===== src/rtl/bounce_gen_pkg.sv =====
`default_nettype none
// ============================================================================
// Module   : bounce_gen_pkg
// Brief    : Shared types and constants for the bounce generator.
// Revision : 1.0 - initial release
// ============================================================================
package bounce_gen_pkg;

  typedef enum logic [1:0] {
    IDLE   = 2'd0,
    EDGE   = 2'd1,
    BOUNCE = 2'd2,
    SETTLE = 2'd3
  } state_t;

  // x^16 + x^14 + x^13 + x^11 + 1, Fibonacci taps at bits 15,13,12,10
  localparam logic [15:0] c_LFSR_POLY = 16'hB400;

  localparam int c_RAND_W = 4;

endpackage
`default_nettype wire


===== src/rtl/lfsr16.sv =====
`default_nettype none
// ============================================================================
// Module   : lfsr16
// Brief    : Free-running 16-bit Fibonacci LFSR, advances every cycle.
// Revision : 1.0 - initial release
// ============================================================================
module lfsr16
  import bounce_gen_pkg::*;
#(
  parameter logic [15:0] SEED = 16'hACE1
) (
  input  logic        clk,
  input  logic        reset,
  output logic [15:0] state
);

  logic [15:0] r_state;

  always_ff @(posedge clk) begin
    if (reset) begin
      r_state <= SEED;
    end else begin
      r_state <= {r_state[14:0], ^(r_state & c_LFSR_POLY)};
    end
  end

  assign state = r_state;

endmodule
`default_nettype wire


===== src/rtl/bounce_gen.sv =====
`default_nettype none
// ============================================================================
// Module   : bounce_gen
// Brief    : Turns press/release commands into a bouncing button waveform.
//            Define BOUNCE_GEN_RANDOM_EN for LFSR-jittered bounce intervals.
// Revision : 1.0 - initial release
// ============================================================================
module bounce_gen
  import bounce_gen_pkg::*;
#(
  parameter int          BOUNCES        = 3,
  parameter int          BOUNCE_MIN     = 4,
  parameter int          SETTLE_CYCLES  = 20,
  parameter logic [15:0] SEED           = 16'hACE1,
  parameter logic        RELEASED_LEVEL = 1'b0
) (
  input  logic clk,
  input  logic reset,
  input  logic cmd_valid,
  input  logic cmd_level,
  output logic cmd_ready,
  output logic button_out,
  output logic busy,
  output logic done
);

  localparam int c_IW = $clog2(BOUNCE_MIN + 16) + 1;
  localparam int c_TW = $clog2(2 * BOUNCES + 1) + 1;
  localparam int c_SW = $clog2(SETTLE_CYCLES + 1) + 1;

  generate
    if (SEED == 16'h0 || BOUNCE_MIN < 1 || SETTLE_CYCLES < 1) begin : g_bad_params
      $error("bounce_gen: SEED must be nonzero, BOUNCE_MIN and SETTLE_CYCLES >= 1");
    end
  endgenerate

  state_t              r_state;
  state_t              w_next;
  logic                r_button;
  logic                r_done;
  logic [c_IW-1:0]     r_ivl;
  logic [c_TW-1:0]     r_tog;
  logic [c_SW-1:0]     r_set;
  logic [c_RAND_W-1:0] w_rand_ofs;
  logic [c_IW-1:0]     w_interval;
  logic                w_accept;

`ifdef BOUNCE_GEN_RANDOM_EN
  logic [15:0] w_lfsr;

  lfsr16 #(
    .SEED (SEED)
  ) u_lfsr (
    .clk   (clk),
    .reset (reset),
    .state (w_lfsr)
  );

  assign w_rand_ofs = w_lfsr[c_RAND_W-1:0];
`else
  assign w_rand_ofs = '0;
`endif

  assign w_interval = c_IW'(BOUNCE_MIN) + c_IW'(w_rand_ofs);
  assign w_accept   = cmd_valid && cmd_ready;

  always_ff @(posedge clk) begin
    if (reset) begin
      r_state <= IDLE;
    end else begin
      r_state <= w_next;
    end
  end

  always_comb begin
    w_next = r_state;
    case (r_state)
      IDLE:    if (w_accept && (cmd_level != r_button)) w_next = EDGE;
      EDGE:    w_next = (BOUNCES == 0) ? SETTLE : BOUNCE;
      BOUNCE:  if (r_ivl == c_IW'(1) && r_tog == c_TW'(1)) w_next = SETTLE;
      SETTLE:  if (r_set == c_SW'(1)) w_next = IDLE;
      default: w_next = IDLE;
    endcase
  end

  always_comb begin
    cmd_ready  = (r_state == IDLE);
    busy       = (r_state != IDLE);
    button_out = r_button;
    done       = r_done;
  end

  // Counters fire on the cycle they read 1, so a load of N spans N edges.
  always_ff @(posedge clk) begin
    if (reset) begin
      r_button <= RELEASED_LEVEL;
      r_done   <= 1'b0;
      r_ivl    <= '0;
      r_tog    <= '0;
      r_set    <= '0;
    end else begin
      r_done <= 1'b0;
      case (r_state)
        IDLE: begin
          if (w_accept) begin
            if (cmd_level == r_button) r_done <= 1'b1;
            else                       r_button <= cmd_level;
          end
        end
        EDGE: begin
          r_ivl <= w_interval;
          r_tog <= c_TW'(2 * BOUNCES);
          r_set <= c_SW'(SETTLE_CYCLES);
        end
        BOUNCE: begin
          if (r_ivl == c_IW'(1)) begin
            r_button <= ~r_button;
            r_tog    <= r_tog - c_TW'(1);
            r_ivl    <= w_interval;
          end else begin
            r_ivl <= r_ivl - c_IW'(1);
          end
        end
        SETTLE: begin
          if (r_set == c_SW'(1)) r_done <= 1'b1;
          else                   r_set  <= r_set - c_SW'(1);
        end
        default: ;
      endcase
    end
  end

endmodule
`default_nettype wire

===== config.mk =====
export PLATFORM = sky130hd
export DESIGN_NAME = bounce_gen
export DESIGN_NICKNAME = d
export VERILOG_FILES = /design/src/rtl/bounce_gen_pkg.sv /design/src/rtl/lfsr16.sv /design/src/rtl/bounce_gen.sv
export SDC_FILE = /design/constraint.sdc
export NUM_CORES = 1
export LEC_CHECK = 0
export BUFFER_PORTS_ARGS = -buffer_cell sky130_fd_sc_hd__clkbuf_2
export CORE_MARGIN = 4
export CORE_UTILIZATION = 55
export DETAILED_ROUTE_END_ITERATION = 6
export GPL_TIMING_DRIVEN = 0
export HOLD_SLACK_MARGIN = 0.05
export PLACE_DENSITY = 0.73
export REMOVE_ABC_BUFFERS = 1
export SYNTH_ARGS = -nofsm -noshare
export SYNTH_HDL_FRONTEND = slang
export SYNTH_SLANG_ARGS = --single-unit

===== constraint.sdc =====
create_clock -name clk -period 4.24 [get_ports clk]
set_input_delay 0.212 -clock clk [delete_from_list [all_inputs] [get_ports clk]]
set_output_delay 0.212 -clock clk [all_outputs]
set_load 0.005 [all_outputs]

Word-level counts from Yosys, hierarchy flattened
Cells that the tools add are included.

$add $sub $neg: 3. $mul: 0. Div/mod/pow operators: 0. Magnitude comparators: 0. Equal/unequal tests: 15. Shifts and indexed selects: 0. Multiplexer cells: 18. Bitwise operators: 1. Reduce and logical (&&, ||, !) cells: 12.

Operators with widths (count): $pmux 6 s2 (2); $eq 6x1->1 const B (2); $mux 6 (2); $sub 6x1->6 const B (2); $ne 2x2->1 const B (5); $pmux 2 s4 (1); $pmux 4 s2 (1); $reduce_bool 2->1 (4); $mux 1 (6); $mux 2 (3); $eq 2x2->1 const B (2); $eq 4x1->1 const B (1); $mux 4 (1); $ne 2x1->1 const B (2); $pmux 1 s2 (2); $reduce_and 2->1 (2); $reduce_and 4->1 (1); $sub 4x1->4 const B (1); $logic_and 1x1->1 (3); $reduce_and 3->1 (1); $eq 2x1->1 const B (1); $logic_not 2->1 (1); $eq 1x1->1 (1); $ne 1x1->1 (1); $not 1->1 (1).

Bits in registers: 20. Bits in latches: 0. RAM bits: 0. ROM bits: 0. Input port bits: 4. Output and inout port bits: 4. Word-level logic and storage cells: 55. Memories: 0.

Longest topological paths before layout
Gate-level depths: netlist of run 1.

Depth after elaboration: 5. Mapped depth: 7. Depth with buffers taken out: 6.

Worst setup path after synthesis of run 1
Ideal clock, no wire load.

Path kind: register to register. Start: register r_tog[1]. End: register r_state[0]. Setup time: 131 ps. Arrival: 1396 ps. Required time: 4109 ps. Slack: 2713 ps. Cell stages (with the launch flop): 7. Path buffers: 0. Clock period less this slack: 1527 ps. Cells stage by stage: dfxtp_1 inv_1 ha_1 or3b_1 a221oi_2 nor4b_2 a211oi_2.

Word-level cells in the longest chain between the ends: 4.

Ends and longest elaborated chain: start: declaration (RTL line bounce_gen.sv:42) `logic [c_TW-1:0] r_tog;`; start signal: assignment (RTL line bounce_gen.sv:112) `r_tog <= c_TW'(2 * BOUNCES);`; start signal: assignment (RTL line bounce_gen.sv:118) `r_tog <= r_tog - c_TW'(1);`; $eq 4x1->1 (RTL line bounce_gen.sv:80) `BOUNCE: if (r_ivl == c_IW'(1) && r_tog == c_TW'(1)) w_next = SETTLE;`; $logic_and 1x1->1 (RTL line bounce_gen.sv:80); $ne 2x2->1 (no source line); $reduce_and 3->1 (no source line); end signal: assignment (RTL line bounce_gen.sv:71) `r_state <= w_next;`; end: declaration (RTL line bounce_gen.sv:37) `state_t r_state;`.

No other way between the ends. A chain may end at the register's enable or synchronous reset.

Worst setup path after layout of run 1
Start: register r_state[0]. End: register r_tog[2].

Word-level cells in the longest chain between the ends: 3. Elaborated cells between the ends (all ways): 6. Those cells by class: 3 x eq/ne; 1 x mux; 2 x reduce/logical.

Ends and longest elaborated chain: $eq 2x2->1 / $eq 2x1->1 (equally long branches) (RTL line bounce_gen.sv:103) `case (r_state)`; $ne 2x2->1 (no source line) / $reduce_bool 2->1 (equally long branches); $reduce_and 2->1 (no source line).

Several ways; a longest one is shown, not always the timed one.

==> results.cfg, run 1 <==
[outcome]
run_status = finished, final reports clean

[place]
io_buffers = 7
dp_hpwl_mm = 1.75
gp_congestion = 0.859
place_area_sq_mm = 0.00130

[layout]
stdcell_area_sq_mm = 0.00136
area_growth_pct = 7.97
seqCellArea_sq_um = 400
nNetsFinal = 163
fillCellCount = 195
drive_gt1_share_pct = 17.7
multi_input_area_sq_um = 785
n_antenna_cell = 0

[synthesis]
synth_common_cells = 20 x dfxtp_1, 13 x inv_1, 11 x ha_1, 10 x a21oi_1, 9 x nor2_1
synth.area.top_cells = dfxtp_1 32%, ha_1 11%, a21oi_1 4.0%, inv_1 3.9%, nand2b_1 3.5%
yosysTopAreaCell = dfxtp_1
netlist.area_leader.share_pct = 31.9
postSynthAreaPerCell_sq_um = 8.91
synthDistinctLibCells = 44
synth_ff_type = dfxtp_1
yosysWarnings = 0
synth_edf_count = 0
synth_area_sq_mm = 0.00126
async_flop_share_pct = 0
netlist_instances = 141
synth.most_common_cell = dfxtp_1
ys_seq_area_share_pct = 31.9
synth_seq_cells = 20

[min_path]
min_path_type = in2reg

[clocking]
htree_levels = 1
clk-insertion-delay-late_ns = 0.31
cts_buffers = 3
root_buffer = clkbuf_4
cts_sinks = 20
post_cts_resized = 0
clk_pin_slew_ns = 0.12
cts_buffer_depth = 2
cts_setup_buffers = 0
cts_tree = done
cts_hold_buf = 0

[routing]
detail-route-antenna-nets = 0
drtIter0Drc = 22
wl_mm = 2.40
vias = 1015
drtPass1Iterations = 4
drc = 0
vias_per_cell = 5.80
wl_per_cell_um = 13.7

[grt]
grt.total_usage_pct = 16.6
first_global_vias = 1016
grt_start_max_net_pins = 22
grt_pass1_wl_mm = 4.25
antenna_found_initial = 0
grt.overflow.total = 0

[worst_setup_path]
path_buf_inv = 1
criticalPathCategory = reg2reg
path_cells = inv_1, ha_1, and3b_1, nand3_1, xnor2_1, o21ba_2
cp_max_fo = 11
arrival_ns = 2.08
cp-end-kind = flip-flop
cpPeakStageDelay_ns = 0.50
cpMaxStageDelayCell = ha_1
critPathTopFamily = adder cells
cp-start-kind = flip-flop
crit_required_ns = 4.47

[floorplan]
rows = 17
dieArea_sq_mm = 0.00311
die_h_um = 55.8
die_x_um = 55.8
start_util_pct = 57.3
core_sq_mm = 0.00219
ios = 8

[power_and_ir_drop]
peakVddDrop_mv = 0.514
p_leak_uw = 0.000507
power_density_mw_per_mm2 = 663

[timing]
slew_headroom_pct = 65.8
fin_skew_ns = 0.00204
hold_viol_final = 0
max_freq_ghz = 0.540
slew_violations = 0
finalCritPeriodShare_pct = 43.7
worst_pin_slew_ns = 0.513
rsz0062_at_grt = no
tns_ns = 0
setup_viol = 0
layout_min_cycle_time_ns = 1.85

[run]
drv_cap = 0
==> where the power goes <==
| part | internal, uW | total (uW) | switching (uW) | leakage, uW |
|---|---|---|---|---|
| registers | 236 | 290 | 54.0 | 0.000163 |
| logic | 202 | 447 | 245 | 0.000316 |
| clock network | 95.7 | 162 | 65.9 | 0.0000279 |
| total | 534 | 899 | 365 | 0.000507 |
==> sequential cells by signal (all words and copies together) (netlist names) <==
name,flops
r_tog,4
r_ivl,6
done,1
r_state,2
r_set,6
button_out,1
==> cells in the final DEF, fill, tap and decap left out, types with 3 or more instances in the layout <==
cell type	instances
dfxtp_1	20
inv_1	13
ha_1	11
a21oi_1	10
nor2_1	9
nand3_1	7
nand2b_1	7
clkbuf_2	7
nand2_1	6
a211oi_1	4
a311oi_1	4
nor2b_1	3
nor3_1	3
o21ai_0	3
clkbuf_4	3
==> final timing paths <==
check | from | to | slack [ns] | cells after the start
worst min register to register | r_set[5] | r_set[5] | 0.52 | 1
worst max register to register | r_state[0] | r_tog[2] | 2.39 | 6
worst min-delay path | cmd_valid | done | 0.18 | 3
worst max-delay path | r_state[0] | r_tog[2] | 2.39 | 6
==> through the flow <==
stage	hold slack, ns	utilization [%]	total power, uW	cells	setup slack, ns
after CTS	0.185	61.9	899	175	2.38
after global placement	0.483	59.5	722	171	2.45
after global routing	0.213	61.9	970	175	2.21
after detailed placement	0.493	59.5	738	171	2.40
after floorplan	0.277	-	641	136	2.63
final	0.183	61.9	899	175	2.39
==> cell type report <==
cell class | instances | area share (%)
clock buffers | 3 | 1.66
clock inverters | 1 | 2.21
inverters | 13 | 3.60
multi-input cells | 103 | 57.8
flip-flops and latches | 20 | 29.5
well taps | 28 | 2.58
repair buffers | 7 | 2.58
==> layer usage <==
| layer | track usage [%] | part of all wire [%] | up-vias |
|---|---|---|---|
| li1 | - | - | 515 |
| met1 | 21.1 | 50 | 477 |
| met2 | 27.9 | 45 | 18 |
| met3 | 2.09 | 2.9 | 5 |
| met4 | 7.29 | 1.8 | 0 |
| met5 | 0 | 0 | - |
==> logic make-up (layout without fill, tap and decap cells) <==
group           after synthesis  after routing  synth area share, %
buf+inv                      18             24                 5.68
simple gates                 49             49                 24.0
compound gates               38             38                 23.9
flops                        20             20                 31.9
fa+ha+maj                    11             11                 11.0
xor+xnor                      4              4                 2.79
mux                           1              1                0.797
==> worst reg2reg max path, delay by kind of cell, from the launching register on <==
| family | cells | cell delay (ns) |
|---|---|---|
| adder cells (fa/ha/maj) | 1 | 0.50 |
| AND/OR/NAND/NOR | 2 | 0.41 |
| flip-flops | 1 | 0.35 |
| AO/OA/AOI/OAI | 1 | 0.20 |
| XOR/XNOR | 1 | 0.16 |
| buffers and inverters | 1 | 0.14 |
Power figures use the tool's default switching activity.
==> inputs of run 2 (changes only) <==
==> constraint.sdc (replaced) <==
create_clock -name clk -period 1.75 [get_ports clk]
set_input_delay 0.0875 -clock clk [delete_from_list [all_inputs] [get_ports clk]]
set_output_delay 0.0875 -clock clk [all_outputs]
set_load 0.005 [all_outputs]
==> results.cfg, run 2 (same netlist as run 1, synthesis figures left out) <==
[clocking]
htree_levels = 1
cts_tree = done
clk_pin_slew_ns = 0.12
cts_sinks = 20
clk-insertion-delay-late_ns = 0.31
cts_buffers = 3
root_buffer = clkbuf_4
cts_hold_buf = 0
cts_buffer_depth = 2

[worst_setup_path]
cpPeakStageDelay_ns = 0.38
arrival_ns = 1.92
critPathTopFamily = adder cells
cpMaxStageDelayCell = ha_2
r2r_slack_ns = 0.05
path_cells = inv_1, ha_2, and3b_1, nand3_1, xnor2_1, o21ba_2
cp-end-kind = flip-flop
path_buf_inv = 1
crit_required_ns = 1.97
cp-start-kind = flip-flop
cp_max_fo = 11
criticalPathCategory = reg2reg

[grt]
grt_start_max_net_pins = 22
grt_pass1_wl_mm = 4.26
grt.total_usage_pct = 16.6
first_global_vias = 1029
grt.overflow.total = 0
antenna_found_initial = 0

[layout]
multi_input_area_sq_um = 798
drive_gt1_share_pct = 21.1
layout_commonest_cell = dfxtp_1
nNetsFinal = 163
n_antenna_cell = 0
fillCellCount = 193
seqCellArea_sq_um = 402
area_growth_pct = 9.16
layout_common_cells = 19 x dfxtp_1, 13 x inv_1, 10 x a21oi_1, 9 x nor2_1, 9 x ha_1
utilization_pct = 62.6
largest_registers = r_ivl: 6 flops, r_set: 6 flops, r_tog: 4 flops
layout.cells.non_filler = 175

[timing]
tns_ns = 0
setup_viol = 0
rsz0062_at_grt = yes
hold_viol_final = 0
slew_headroom_pct = 70.6
hold_slack_ns = 0.0587
worst_pin_slew_ns = 0.442
layout_min_cycle_time_ns = 1.70
slew_violations = 0
fin_skew_ns = 0.00217
finalCritPeriodShare_pct = 97.0
max_freq_ghz = 0.589

[power_and_ir_drop]
pwr-share-clk_pct = 17.7
peakVddDrop_mv = 1.29
internal_power_uw = 1320
seqPwrFrac_pct = 31.9
switchingPower_uw = 886
p_leak_uw = 0.000508
finalPower_uw = 2200
swShare_pct = 40.2
power_density_mw_per_mm2 = 1610
combPwrFrac_pct = 50.4

[floorplan]
die_h_um = 55.8
dieArea_sq_mm = 0.00311
die_x_um = 55.8
ios = 8
core_sq_mm = 0.00219
rows = 17
start_util_pct = 57.3

[outcome]
run_status = finished, final reports clean

[run]
drv_cap = 0

[routing]
drtPass1Iterations = 6
drc = 0
wl_per_cell_um = 13.6
vias_per_cell = 5.94
vias = 1040
detail-route-antenna-nets = 0
drtIter0Drc = 22
wl_mm = 2.38

[place]
gp_congestion = 0.859
dp_hpwl_mm = 1.75
dp_cells = 171
io_buffers = 7

[min_path]
min_path_type = in2reg
-- run 2: cell counts in the layout (fill, tap and decap cells not counted) --
Identical to the previous run, type by type.
-- run 2: worst paths after layout --
check,startpoint,cells past startpoint,to
worst max register to register,r_state[0],6,r_tog[2]
worst max-delay path,r_state[0],6,r_tog[2]
worst min register to register,r_ivl[4],2,r_ivl[4]
worst min-delay path,cmd_valid,3,done
-- run 2: layer usage --
layer / routed length, um / share of wire, % / GRT usage, %
met3: 108 / 4.5 / 2.09
met2: 1130 / 47 / 27.9
met4: 13 / 0.55 / 7.64
met5: 0 / 0 / 0
met1: 1130 / 47 / 21.1
-- run 2: repair_timing --
action,CTS,global route
pin swaps,0,1
gates resized for setup,1,4
setup buffers,0,0
setup endpoints to repair,3,7
-- run 2: worst register-to-register path: cells and delay by family, from the launching register on --
kind	cells	cell delay [ns]
buf+inv	1	0.14
fa+ha+maj	1	0.38
xor+xnor	1	0.16
simple gates	2	0.38
flops	1	0.35
compound gates	1	0.20
-- run 2: power by group through the flow --
stage	clock, uW	combinational [uW]	sequential (uW)
after global placement	0	1050	698
after global routing	408	1250	729
after floorplan	0	869	683
after CTS	395	1090	700
after detailed placement	0	1080	710
final	390	1110	703
-- run 2: metrics by stage --
step | worst slack, ns | cell area [sq um]
floorplan | 0.143 | 1230
global placement | -0.0354 | 1300
detailed placement | -0.0865 | 1300
CTS | 0.00333 | 1360
global route | -0.0613 | 1370
finish | 0.0534 | 1370
-- run 2: layout make-up --
cell class                      count  share of cell area (%)
Clock buffer                        3                    1.64
Clock inverter                      1                    2.19
Inverter                           13                    3.56
Multi-Input combinational cell    103                    58.2
Sequential cell                    20                    29.3
Tap cell                           28                    2.55
Timing Repair Buffer                7                    2.55
